--- src/rtl/pipeline_hazard_ctrl_pkg.sv ---
// Shared types for the pipeline hazard controller: FSM state encoding,
// per-stage control bundle with its canned settings, and the counter width helper.
package pipe_ctrl_pkg;

  typedef enum logic [1:0] {
    ST_HOLD     = 2'd0,
    ST_RUN      = 2'd1,
    ST_MEM_WAIT = 2'd2,
    ST_REFILL   = 2'd3
  } ctrl_state_t;

  localparam logic [4:0] REG_X0 = 5'd0;

  typedef struct packed {
    logic pc_write;
    logic if_id_write;
    logic if_id_flush;
    logic id_ex_write;
    logic id_ex_flush;
    logic ex_mem_write;
    logic mem_wb_flush;
  } pipe_ctl_t;

  localparam pipe_ctl_t CTL_HOLD = '{pc_write: 1'b0, if_id_write: 1'b0, if_id_flush: 1'b1,
                                     id_ex_write: 1'b0, id_ex_flush: 1'b1, ex_mem_write: 1'b0,
                                     mem_wb_flush: 1'b1};
  localparam pipe_ctl_t CTL_FREEZE = '{pc_write: 1'b0, if_id_write: 1'b0, if_id_flush: 1'b0,
                                       id_ex_write: 1'b0, id_ex_flush: 1'b0, ex_mem_write: 1'b0,
                                       mem_wb_flush: 1'b1};
  localparam pipe_ctl_t CTL_BRANCH = '{pc_write: 1'b1, if_id_write: 1'b1, if_id_flush: 1'b1,
                                       id_ex_write: 1'b1, id_ex_flush: 1'b1, ex_mem_write: 1'b1,
                                       mem_wb_flush: 1'b0};
  localparam pipe_ctl_t CTL_LU = '{pc_write: 1'b0, if_id_write: 1'b0, if_id_flush: 1'b0,
                                   id_ex_write: 1'b1, id_ex_flush: 1'b1, ex_mem_write: 1'b1,
                                   mem_wb_flush: 1'b0};
  localparam pipe_ctl_t CTL_NORMAL = '{pc_write: 1'b1, if_id_write: 1'b1, if_id_flush: 1'b0,
                                       id_ex_write: 1'b1, id_ex_flush: 1'b0, ex_mem_write: 1'b1,
                                       mem_wb_flush: 1'b0};
  localparam pipe_ctl_t CTL_REFILL = '{pc_write: 1'b0, if_id_write: 1'b1, if_id_flush: 1'b1,
                                       id_ex_write: 1'b1, id_ex_flush: 1'b0, ex_mem_write: 1'b1,
                                       mem_wb_flush: 1'b0};

  // Down-counter width covering both the refill and the reset-hold spans.
  function automatic int cnt_width(input int imem_lat, input int rst_hold);
    int m;
    m = (imem_lat > rst_hold) ? imem_lat : rst_hold;
    return ($clog2(m + 1) < 1) ? 1 : $clog2(m + 1);
  endfunction

endpackage

--- src/rtl/pipeline_hazard_ctrl_if.sv ---
// Hazard-controller bundle: ID/EX/MEM status in, per-stage enables/flushes out.
// Optional HAZ_PERF_CNT_EN adds the two performance counters.
interface pipeline_hazard_ctrl_if;
  // No handshake: every signal is a level, sampled by the controller each cycle,
  // and the pipeline registers act on the enables/flushes at the next clk edge.
  logic [4:0] id_rs1;
  logic [4:0] id_rs2;
  logic       id_uses_rs1;
  logic       id_uses_rs2;
  logic       ex_mem_read;
  logic [4:0] ex_rd;
  logic       ex_branch_taken;
  logic       mem_busy;
  logic       pc_write;
  logic       if_id_write;
  logic       if_id_flush;
  logic       id_ex_write;
  logic       id_ex_flush;
  logic       ex_mem_write;
  logic       mem_wb_flush;
  logic [1:0] ctrl_state;
`ifdef HAZ_PERF_CNT_EN
  logic [31:0] stall_cycles;
  logic [31:0] flush_events;

  modport master (
    output id_rs1, id_rs2, id_uses_rs1, id_uses_rs2, ex_mem_read, ex_rd,
           ex_branch_taken, mem_busy,
    input  pc_write, if_id_write, if_id_flush, id_ex_write, id_ex_flush,
           ex_mem_write, mem_wb_flush, ctrl_state, stall_cycles, flush_events
  );
  modport slave (
    input  id_rs1, id_rs2, id_uses_rs1, id_uses_rs2, ex_mem_read, ex_rd,
           ex_branch_taken, mem_busy,
    output pc_write, if_id_write, if_id_flush, id_ex_write, id_ex_flush,
           ex_mem_write, mem_wb_flush, ctrl_state, stall_cycles, flush_events
  );
`else
  modport master (
    output id_rs1, id_rs2, id_uses_rs1, id_uses_rs2, ex_mem_read, ex_rd,
           ex_branch_taken, mem_busy,
    input  pc_write, if_id_write, if_id_flush, id_ex_write, id_ex_flush,
           ex_mem_write, mem_wb_flush, ctrl_state
  );
  modport slave (
    input  id_rs1, id_rs2, id_uses_rs1, id_uses_rs2, ex_mem_read, ex_rd,
           ex_branch_taken, mem_busy,
    output pc_write, if_id_write, if_id_flush, id_ex_write, id_ex_flush,
           ex_mem_write, mem_wb_flush, ctrl_state
  );
`endif
endinterface

--- src/rtl/pipeline_hazard_ctrl_load_use_detect.sv ---
// Combinational load-use comparator: an EX load whose destination feeds the ID
// instruction. Kept standalone so a forwarding unit can reuse it.
module load_use_detect
  import pipe_ctrl_pkg::*;
(
  input  logic [4:0] id_rs1,
  input  logic [4:0] id_rs2,
  input  logic       id_uses_rs1,
  input  logic       id_uses_rs2,
  input  logic       ex_mem_read,
  input  logic [4:0] ex_rd,
  output logic       lu
);
  // x0 is hard-wired zero, so a load targeting it never creates a dependency.
  assign lu = ex_mem_read && (ex_rd != REG_X0) &&
              ((id_uses_rs1 && (id_rs1 == ex_rd)) || (id_uses_rs2 && (id_rs2 == ex_rd)));
endmodule

--- src/rtl/pipeline_hazard_ctrl.sv ---
// Stall/flush sequencer for the 5-stage pipe (HOLD/RUN/MEM_WAIT/REFILL).
// Define HAZ_PERF_CNT_EN to add stall_cycles/flush_events counters.
module pipeline_hazard_ctrl
  import pipe_ctrl_pkg::*;
#(
  parameter int IMEM_LAT = 1,
  parameter int RST_HOLD = 2
) (
  input logic                 clk,
  input logic                 res,
  pipeline_hazard_ctrl_if.slave hz
);
  localparam int CW = cnt_width(IMEM_LAT, RST_HOLD);
  localparam logic [CW-1:0] CNT_ONE    = CW'(1);
  localparam logic [CW-1:0] CNT_RST    = (RST_HOLD > 0) ? CW'(RST_HOLD - 1) : '0;
  localparam logic [CW-1:0] CNT_REFILL = (IMEM_LAT > 0) ? CW'(IMEM_LAT - 1) : '0;
  localparam ctrl_state_t   ST_RST     = (RST_HOLD > 0) ? ST_HOLD : ST_RUN;

  ctrl_state_t   state_q, state_d;
  logic [CW-1:0] cnt_q, cnt_d;
  logic          ret_q, ret_d;
  logic          lu;
  logic          refill_mode;
  pipe_ctl_t     ctl;

  load_use_detect u_lu (
    .id_rs1      (hz.id_rs1),
    .id_rs2      (hz.id_rs2),
    .id_uses_rs1 (hz.id_uses_rs1),
    .id_uses_rs2 (hz.id_uses_rs2),
    .ex_mem_read (hz.ex_mem_read),
    .ex_rd       (hz.ex_rd),
    .lu          (lu)
  );

  // A MEM_WAIT entered from REFILL resumes the refill with its count intact.
  assign refill_mode = (state_q == ST_REFILL) || ((state_q == ST_MEM_WAIT) && ret_q);

  always_comb begin
    state_d = state_q;
    cnt_d   = cnt_q;
    ret_d   = 1'b0;
    ctl     = CTL_HOLD;
    if (state_q == ST_HOLD) begin
      ctl = CTL_HOLD;
      if (cnt_q == '0) state_d = ST_RUN;
      else             cnt_d   = cnt_q - CNT_ONE;
    end else if (hz.mem_busy) begin
      ctl     = CTL_FREEZE;
      state_d = ST_MEM_WAIT;
      ret_d   = refill_mode;
    end else if (hz.ex_branch_taken) begin
      ctl = CTL_BRANCH;
      if (IMEM_LAT > 0) begin
        state_d = ST_REFILL;
        cnt_d   = CNT_REFILL;
      end else begin
        state_d = ST_RUN;
      end
    end else if (refill_mode) begin
      // ID holds a fetched bubble here, so a load-use match is irrelevant.
      ctl = CTL_REFILL;
      if (cnt_q == '0) begin
        state_d = ST_RUN;
      end else begin
        state_d = ST_REFILL;
        cnt_d   = cnt_q - CNT_ONE;
      end
    end else if (lu) begin
      ctl     = CTL_LU;
      state_d = ST_RUN;
    end else begin
      ctl     = CTL_NORMAL;
      state_d = ST_RUN;
    end
    if (!res) ctl = CTL_HOLD;
  end

  always_ff @(posedge clk or negedge res) begin
    if (!res) begin
      state_q <= ST_RST;
      cnt_q   <= CNT_RST;
      ret_q   <= 1'b0;
    end else begin
      state_q <= state_d;
      cnt_q   <= cnt_d;
      ret_q   <= ret_d;
    end
  end

  assign hz.pc_write     = ctl.pc_write;
  assign hz.if_id_write  = ctl.if_id_write;
  assign hz.if_id_flush  = ctl.if_id_flush;
  assign hz.id_ex_write  = ctl.id_ex_write;
  assign hz.id_ex_flush  = ctl.id_ex_flush;
  assign hz.ex_mem_write = ctl.ex_mem_write;
  assign hz.mem_wb_flush = ctl.mem_wb_flush;
  assign hz.ctrl_state   = state_q;

`ifdef HAZ_PERF_CNT_EN
  logic [31:0] stall_q, flush_q;

  // CTL_BRANCH only arises from a redirect, whether from RUN, REFILL or MEM_WAIT.
  always_ff @(posedge clk or negedge res) begin
    if (!res) begin
      stall_q <= '0;
      flush_q <= '0;
    end else begin
      if ((state_q != ST_HOLD) && !ctl.pc_write && (stall_q != '1)) stall_q <= stall_q + 32'd1;
      if ((ctl == CTL_BRANCH) && (flush_q != '1))                   flush_q <= flush_q + 32'd1;
    end
  end

  assign hz.stall_cycles = stall_q;
  assign hz.flush_events = flush_q;
`endif

endmodule

--- src/flat_wrapper.sv ---
// flat-port wrapper written by rule: the top's interface ports become plain ports
module pipeline_hazard_ctrl_flat import pipe_ctrl_pkg::*;
#(
  parameter int IMEM_LAT = 1,
  parameter int RST_HOLD = 2
)
  (clk, res, hz_id_rs1, hz_id_rs2, hz_id_uses_rs1, hz_id_uses_rs2, hz_ex_mem_read, hz_ex_rd, hz_ex_branch_taken, hz_mem_busy, hz_pc_write, hz_if_id_write, hz_if_id_flush, hz_id_ex_write, hz_id_ex_flush, hz_ex_mem_write, hz_mem_wb_flush, hz_ctrl_state);
  pipeline_hazard_ctrl_if hz_i ();
  input logic clk;
  input logic res;
  input wire logic [$bits(hz_i.id_rs1)-1:0] hz_id_rs1;
  input wire logic [$bits(hz_i.id_rs2)-1:0] hz_id_rs2;
  input wire logic [$bits(hz_i.id_uses_rs1)-1:0] hz_id_uses_rs1;
  input wire logic [$bits(hz_i.id_uses_rs2)-1:0] hz_id_uses_rs2;
  input wire logic [$bits(hz_i.ex_mem_read)-1:0] hz_ex_mem_read;
  input wire logic [$bits(hz_i.ex_rd)-1:0] hz_ex_rd;
  input wire logic [$bits(hz_i.ex_branch_taken)-1:0] hz_ex_branch_taken;
  input wire logic [$bits(hz_i.mem_busy)-1:0] hz_mem_busy;
  output wire logic [$bits(hz_i.pc_write)-1:0] hz_pc_write;
  output wire logic [$bits(hz_i.if_id_write)-1:0] hz_if_id_write;
  output wire logic [$bits(hz_i.if_id_flush)-1:0] hz_if_id_flush;
  output wire logic [$bits(hz_i.id_ex_write)-1:0] hz_id_ex_write;
  output wire logic [$bits(hz_i.id_ex_flush)-1:0] hz_id_ex_flush;
  output wire logic [$bits(hz_i.ex_mem_write)-1:0] hz_ex_mem_write;
  output wire logic [$bits(hz_i.mem_wb_flush)-1:0] hz_mem_wb_flush;
  output wire logic [$bits(hz_i.ctrl_state)-1:0] hz_ctrl_state;
  assign hz_i.id_rs1 = hz_id_rs1;
  assign hz_i.id_rs2 = hz_id_rs2;
  assign hz_i.id_uses_rs1 = hz_id_uses_rs1;
  assign hz_i.id_uses_rs2 = hz_id_uses_rs2;
  assign hz_i.ex_mem_read = hz_ex_mem_read;
  assign hz_i.ex_rd = hz_ex_rd;
  assign hz_i.ex_branch_taken = hz_ex_branch_taken;
  assign hz_i.mem_busy = hz_mem_busy;
  assign hz_pc_write = hz_i.pc_write;
  assign hz_if_id_write = hz_i.if_id_write;
  assign hz_if_id_flush = hz_i.if_id_flush;
  assign hz_id_ex_write = hz_i.id_ex_write;
  assign hz_id_ex_flush = hz_i.id_ex_flush;
  assign hz_ex_mem_write = hz_i.ex_mem_write;
  assign hz_mem_wb_flush = hz_i.mem_wb_flush;
  assign hz_ctrl_state = hz_i.ctrl_state;
  pipeline_hazard_ctrl #(.IMEM_LAT(IMEM_LAT), .RST_HOLD(RST_HOLD)) u_core (.clk(clk), .res(res), .hz(hz_i));
endmodule
--- config.mk ---
export PLATFORM = sky130hd
export DESIGN_NAME = pipeline_hazard_ctrl_flat
export DESIGN_NICKNAME = d
export VERILOG_FILES = /design/src/rtl/pipeline_hazard_ctrl_pkg.sv /design/src/rtl/pipeline_hazard_ctrl_if.sv /design/src/rtl/pipeline_hazard_ctrl_load_use_detect.sv /design/src/rtl/pipeline_hazard_ctrl.sv /design/src/flat_wrapper.sv
export SDC_FILE = /design/constraint.sdc
export NUM_CORES = 1
export LEC_CHECK = 0
export ABC_AREA = 1
export BUFFER_PORTS_ARGS = -buffer_cell sky130_fd_sc_hd__buf_2
export CAP_MARGIN = 25
export CELL_PAD_IN_SITES_DETAIL_PLACEMENT = 0
export CELL_PAD_IN_SITES_GLOBAL_PLACEMENT = 1
export CORE_MARGIN = 4
export CORE_UTILIZATION = 26
export DETAILED_ROUTE_END_ITERATION = 10
export PLACE_DENSITY_LB_ADDON = 0.08
export SKIP_CTS_REPAIR_TIMING = 1
export SLEW_MARGIN = 10
export SYNTH_ARGS = -nofsm -noshare
export SYNTH_HDL_FRONTEND = slang
export SYNTH_HIERARCHICAL = 1
export SYNTH_SLANG_ARGS = --single-unit
export TNS_END_PERCENT = 100
--- constraint.sdc ---
create_clock -name clk -period 1.3 [get_ports clk]
set_input_delay 0.195 -clock clk [delete_from_list [all_inputs] [get_ports clk]]
set_output_delay 0.195 -clock clk [all_outputs]
set_load 0.01 [all_outputs]
# Word level (Yosys, flattened, before mapping)
# Index checks and enable logic that the tools add are counted.
# totals
regBits,5
inputBits,22
wordCells,41
output_inout_bits,9
# classes
n_reduce_logical,12
n_eq_ne,6
muxes,19
n_addsub,1
# op_table
operator,count
7-bit two-way mux,6
2-bit two-way mux,11
5-bit == test,2
1-bit logical AND,5
5-bit nonzero test,1
"2-bit == test, second input constant",2
2-bit logical NOT,2
3-bit nonzero test,1
1-bit logical OR,2
1-bit two-way mux,2
"2-bit by 1-bit inequality test with 1-bit output, second input constant",1
"2-bit inequality test, second input constant",1
2-bit AND reduction,1
"2-bit by 1-bit subtractor with 2-bit output, second input constant",1

# Longest topological paths before layout
# logic_depth
ltp_word,10
ltp_mapped,10
depth_no_buf,10

# Cells and area by module
# Netlist, hierarchy kept.
# modules_own_cells
mod,area_each_um2,cells_each,n_inst,seq_area_each_um2
pipeline_hazard_ctrl,335.3,51,1,126.4
load_use_detect,216.5,54,1,0.0

# Worst setup path before layout
# No wires, ideal clock.
# synth_path
kind,reg-to-output
startpoint,reg u_core.state_q[1] (netlist: u_core/hz.ctrl_state[1])
endpoint,out hz_id_ex_write
n_path_buf,1
t_required_ns,1.105
t_arrival_ns,0.993
stages_incl_launch_ff,6
setup_slack_ns,0.112
cell_sequence,dfrtp_1 -> nor2_2 -> nor2_2 -> nand2_2 -> inv_2 -> buf_4
# synth_via
elab_chain_cells,8
word_cells_on_any_way,10
cone_classes,eq/ne: 2; mux: 5; reduce/logical: 3
# synth_lines
element,line_no,source
start: declaration,pipeline_hazard_ctrl.sv:19,"ctrl_state_t state_q, state_d;"
start signal: assignment,pipeline_hazard_ctrl.sv:85,state_q <= state_d;
2-bit == test,pipeline_hazard_ctrl.sv:37,assign refill_mode = (state_q == ST_REFILL) || ((state_q == ST_MEM_WAIT) && ret_q);
1-bit logical AND,pipeline_hazard_ctrl.sv:37,
1-bit logical OR,pipeline_hazard_ctrl.sv:37,
7-bit two-way mux,pipeline_hazard_ctrl.sv:60,end else if (refill_mode) begin
7-bit two-way mux,pipeline_hazard_ctrl.sv:52,end else if (hz.ex_branch_taken) begin
7-bit two-way mux,pipeline_hazard_ctrl.sv:48,end else if (hz.mem_busy) begin
7-bit two-way mux (*),pipeline_hazard_ctrl.sv:44,if (state_q == ST_HOLD) begin
7-bit two-way mux (*),pipeline_hazard_ctrl.sv:76,if (!res) ctl = CTL_HOLD;
end: declaration,flat_wrapper.sv:22,output wire logic [$bits(hz_i.id_ex_write)-1:0] hz_id_ex_write;
# Every way passes the cells marked *; elsewhere a longest branch is shown, timed or not.

# Final worst setup path
# layout_path
startpoint,reg u_core.state_q[0] (netlist: u_core/hz.ctrl_state[0])
endpoint,out hz_if_id_write
# layout_via
elab_chain_cells,8
word_cells_on_any_way,10
cone_classes,eq/ne: 2; mux: 5; reduce/logical: 3
# layout_lines
element,line_no,source
2-bit == test,pipeline_hazard_ctrl.sv:37,
1-bit logical AND,pipeline_hazard_ctrl.sv:37,
1-bit logical OR,pipeline_hazard_ctrl.sv:37,
7-bit two-way mux,pipeline_hazard_ctrl.sv:60,
7-bit two-way mux,pipeline_hazard_ctrl.sv:52,
7-bit two-way mux,pipeline_hazard_ctrl.sv:48,
7-bit two-way mux (*),pipeline_hazard_ctrl.sv:44,
7-bit two-way mux (*),pipeline_hazard_ctrl.sv:76,
end: declaration,flat_wrapper.sv:20,output wire logic [$bits(hz_i.if_id_write)-1:0] hz_if_id_write;
# Marks and branches as above.

==> flow_summary.ini <==
[run_status]
outcome = finished with violations
violations = negative setup slack

[setup_path]
critPathRequiredTime_ns = 1.11
cp_max_fo = 5
slowest_delay_ns = 0.41
critical_path.cell_chain = o21ai_1, buf_4, nand2_4, o21ai_2, inv_2, buf_6
start_kind = register
crit_type = reg2out
critPathCaptureType = output port
worstPathArrival_ns = 1.28
rr_worst_depth = 7
slowest_stage = dfrtp_1

[global_route]
grt_pass1_wl_mm = 2.26
gr-total-overflow = 0
grt_pass1_vias = 543
grt_max_degree = 7
grt_usage_pct = 10.4
antenna_found_initial = 0

[floorplanning]
ios = 31
dieWidth_um = 54.1
fp-row-count = 16
start_util_pct = 27.8
die_area_um2 = 2920
core_um2 = 1980
die_h_um = 54.1

[synth]
async_reset_ff_share_pct = 100
netlist_area_um2 = 552
syn_nets = 127
ys.warnings.count = 6
ys_types = 17
syn-instance-count = 105
synth_seq_cells = 5
synthFlopType = dfrtp_1
synth-edff-count = 0
synth.avg_cell_area_um2 = 5.26
synth-seq-area-share_pct = 22.9

[cells_and_area]
final_cells = 177
final_util_pct = 46.6
fillers = 226
regArea_um2 = 126
n_antenna_cell = 0
syn2layout_area_growth_pct = 67.3
multiInputGateArea_um2 = 393
layout-drive-gt1-share_pct = 46.0
fin_nets = 173

[drt]
wl_per_cell_um = 8.58
ant_nets = 0
drt_iter0_drc = 14
routed_via_density = 3.95
vias = 699
drtPass1Iterations = 4
drc = 0
finalWirelength_mm = 1.52

[job]
maxCapViolations = 0

[cts]
clk_latency_ns = 0.23
cts_tree = yes
path_clk_slew_ns = 0.04
root_buffer = clkbuf_4
htree_levels = 1
numCtsBuffers = 3
cts.sinks = 5
clockBufferDepth = 2

[sta]
finalCritPeriodShare_pct = 114
clock.fmax_mhz = 677
setup_slack_ns = -0.176
period_needed_ns = 1.48
rsz0062_at_grt = yes
skew_ns = 0.00112
finalMaxSlewViolations = 0
finalHoldViolations = 0
relSlewSlack_pct = 87.0
setup_viol = 7
worstMarginPinSlew_ns = 0.195

[placed_design]
gp_congestion = 0.738
hpwl_mm = 1.21
numPlacedInstances = 168
io_buffers = 30

[worst_hold_path]
min_path_cells = 3
hp-class = in2reg

[power]
finalPower_mw = 0.608
powerDensity_nw_per_um2 = 659
p_leak_nw = 0.558
ir_worst_vdd_mv = 0.847
worst paths after layout:
kind,startpoint,to,slack [ns]
setup reg to reg,u_core/hz.ctrl_state[0]$_DFFE_PN0P_,u_core/cnt_q[1]$_DFFE_PN0P_,0.05
setup / recovery,u_core/hz.ctrl_state[0]$_DFFE_PN0P_,hz_if_id_write,-0.18
hold reg to reg,u_core/cnt_q[0]$_DFFE_PN1P_,u_core/cnt_q[0]$_DFFE_PN1P_,0.48
min in group asynchronous,res,u_core/ret_q$_DFF_PN0_,0.46
hold / removal,hz_mem_busy,u_core/ret_q$_DFF_PN0_,0.27
max in group asynchronous,res,u_core/cnt_q[1]$_DFFE_PN0P_,0.66
synth_stat cells (2+ instances only):
cell type / count / area share [%]
a21oi_1: 4 / 3.6
dfrtp_1: 4 / 18
inv_1: 17 / 12
inv_2: 5 / 3.4
nand2_1: 38 / 26
nand2_2: 6 / 6.8
nand3_1: 4 / 3.6
nor2_1: 17 / 12
nor2_2: 2 / 2.3
metal layers:
| metal | wire length [µm] | global-route usage (%) |
|---|---|---|
| met5 | 0 | 0 |
| met4 | 0 | 0 |
| met3 | 145 | 5.82 |
| met2 | 590 | 13.7 |
| met1 | 782 | 15.4 |
critical path: cells and delay by family (launching register included):
family	cells	cell delay (ns)
flops	1	0.41
buf+inv	3	0.31
compound gates	2	0.27
simple gates	1	0.05
cell families after synthesis:
| kind of cell | share of synthesized area [%] |
|---|---|
| flops | 22.9 |
| buf+inv | 16.3 |
| simple gates | 52.4 |
| compound gates | 8.39 |
layout by cell type, fill, tap and decap left out, types with 3 or more instances in the layout:
cell      Yosys  final
a21oi_1       4      3
buf_2         0     28
buf_4         1      9
buf_6         0      3
clkbuf_4      0      3
dfrtp_1       4      4
inv_1        17     16
inv_2         5      6
nand2_1      38     36
nand2_2       6      5
nand2_4       0      3
nand3_2       0      3
nor2_1       17     14
nor2_2        2      5
stage by stage:
stage / hold slack, ns / setup WS [ns] / cell area, µm² / TNS, ns
6_report: 0.273 / -0.176 / 923 / -0.767
3_3_place_gp: 0.101 / -0.119 / 781 / -0.325
5_1_grt: 0.264 / -0.260 / 923 / -1.43
3_5_place_dp: 0.104 / -0.148 / 781 / -0.375
2_1_floorplan: -0.101 / 0.112 / 552 / 0
4_1_cts: -0.155 / -0.193 / 807 / -0.811
flip-flops by register name, summed over array words and instances (netlist names):
signal / flops
u_core/ret_q: 1
u_core/cnt_q: 2
u_core/hz.ctrl_state: 2
cell type report:
class / instances / area share, %
multi-input combinational: 77 / 42.5
timing repair buffer: 42 / 28.3
sequential: 5 / 13.7
inverter: 22 / 8.94
tap: 27 / 3.66
clock buffer: 4 / 2.85
report_power, final:
group | switching, mW | leakage, nW | total, mW | internal, mW
clock network | 0.0563 | 0.0150 | 0.172 | 0.116
logic | 0.137 | 0.484 | 0.263 | 0.126
registers | 0.00873 | 0.0595 | 0.173 | 0.165
Note: power is estimated with default switching activity, not from simulation.
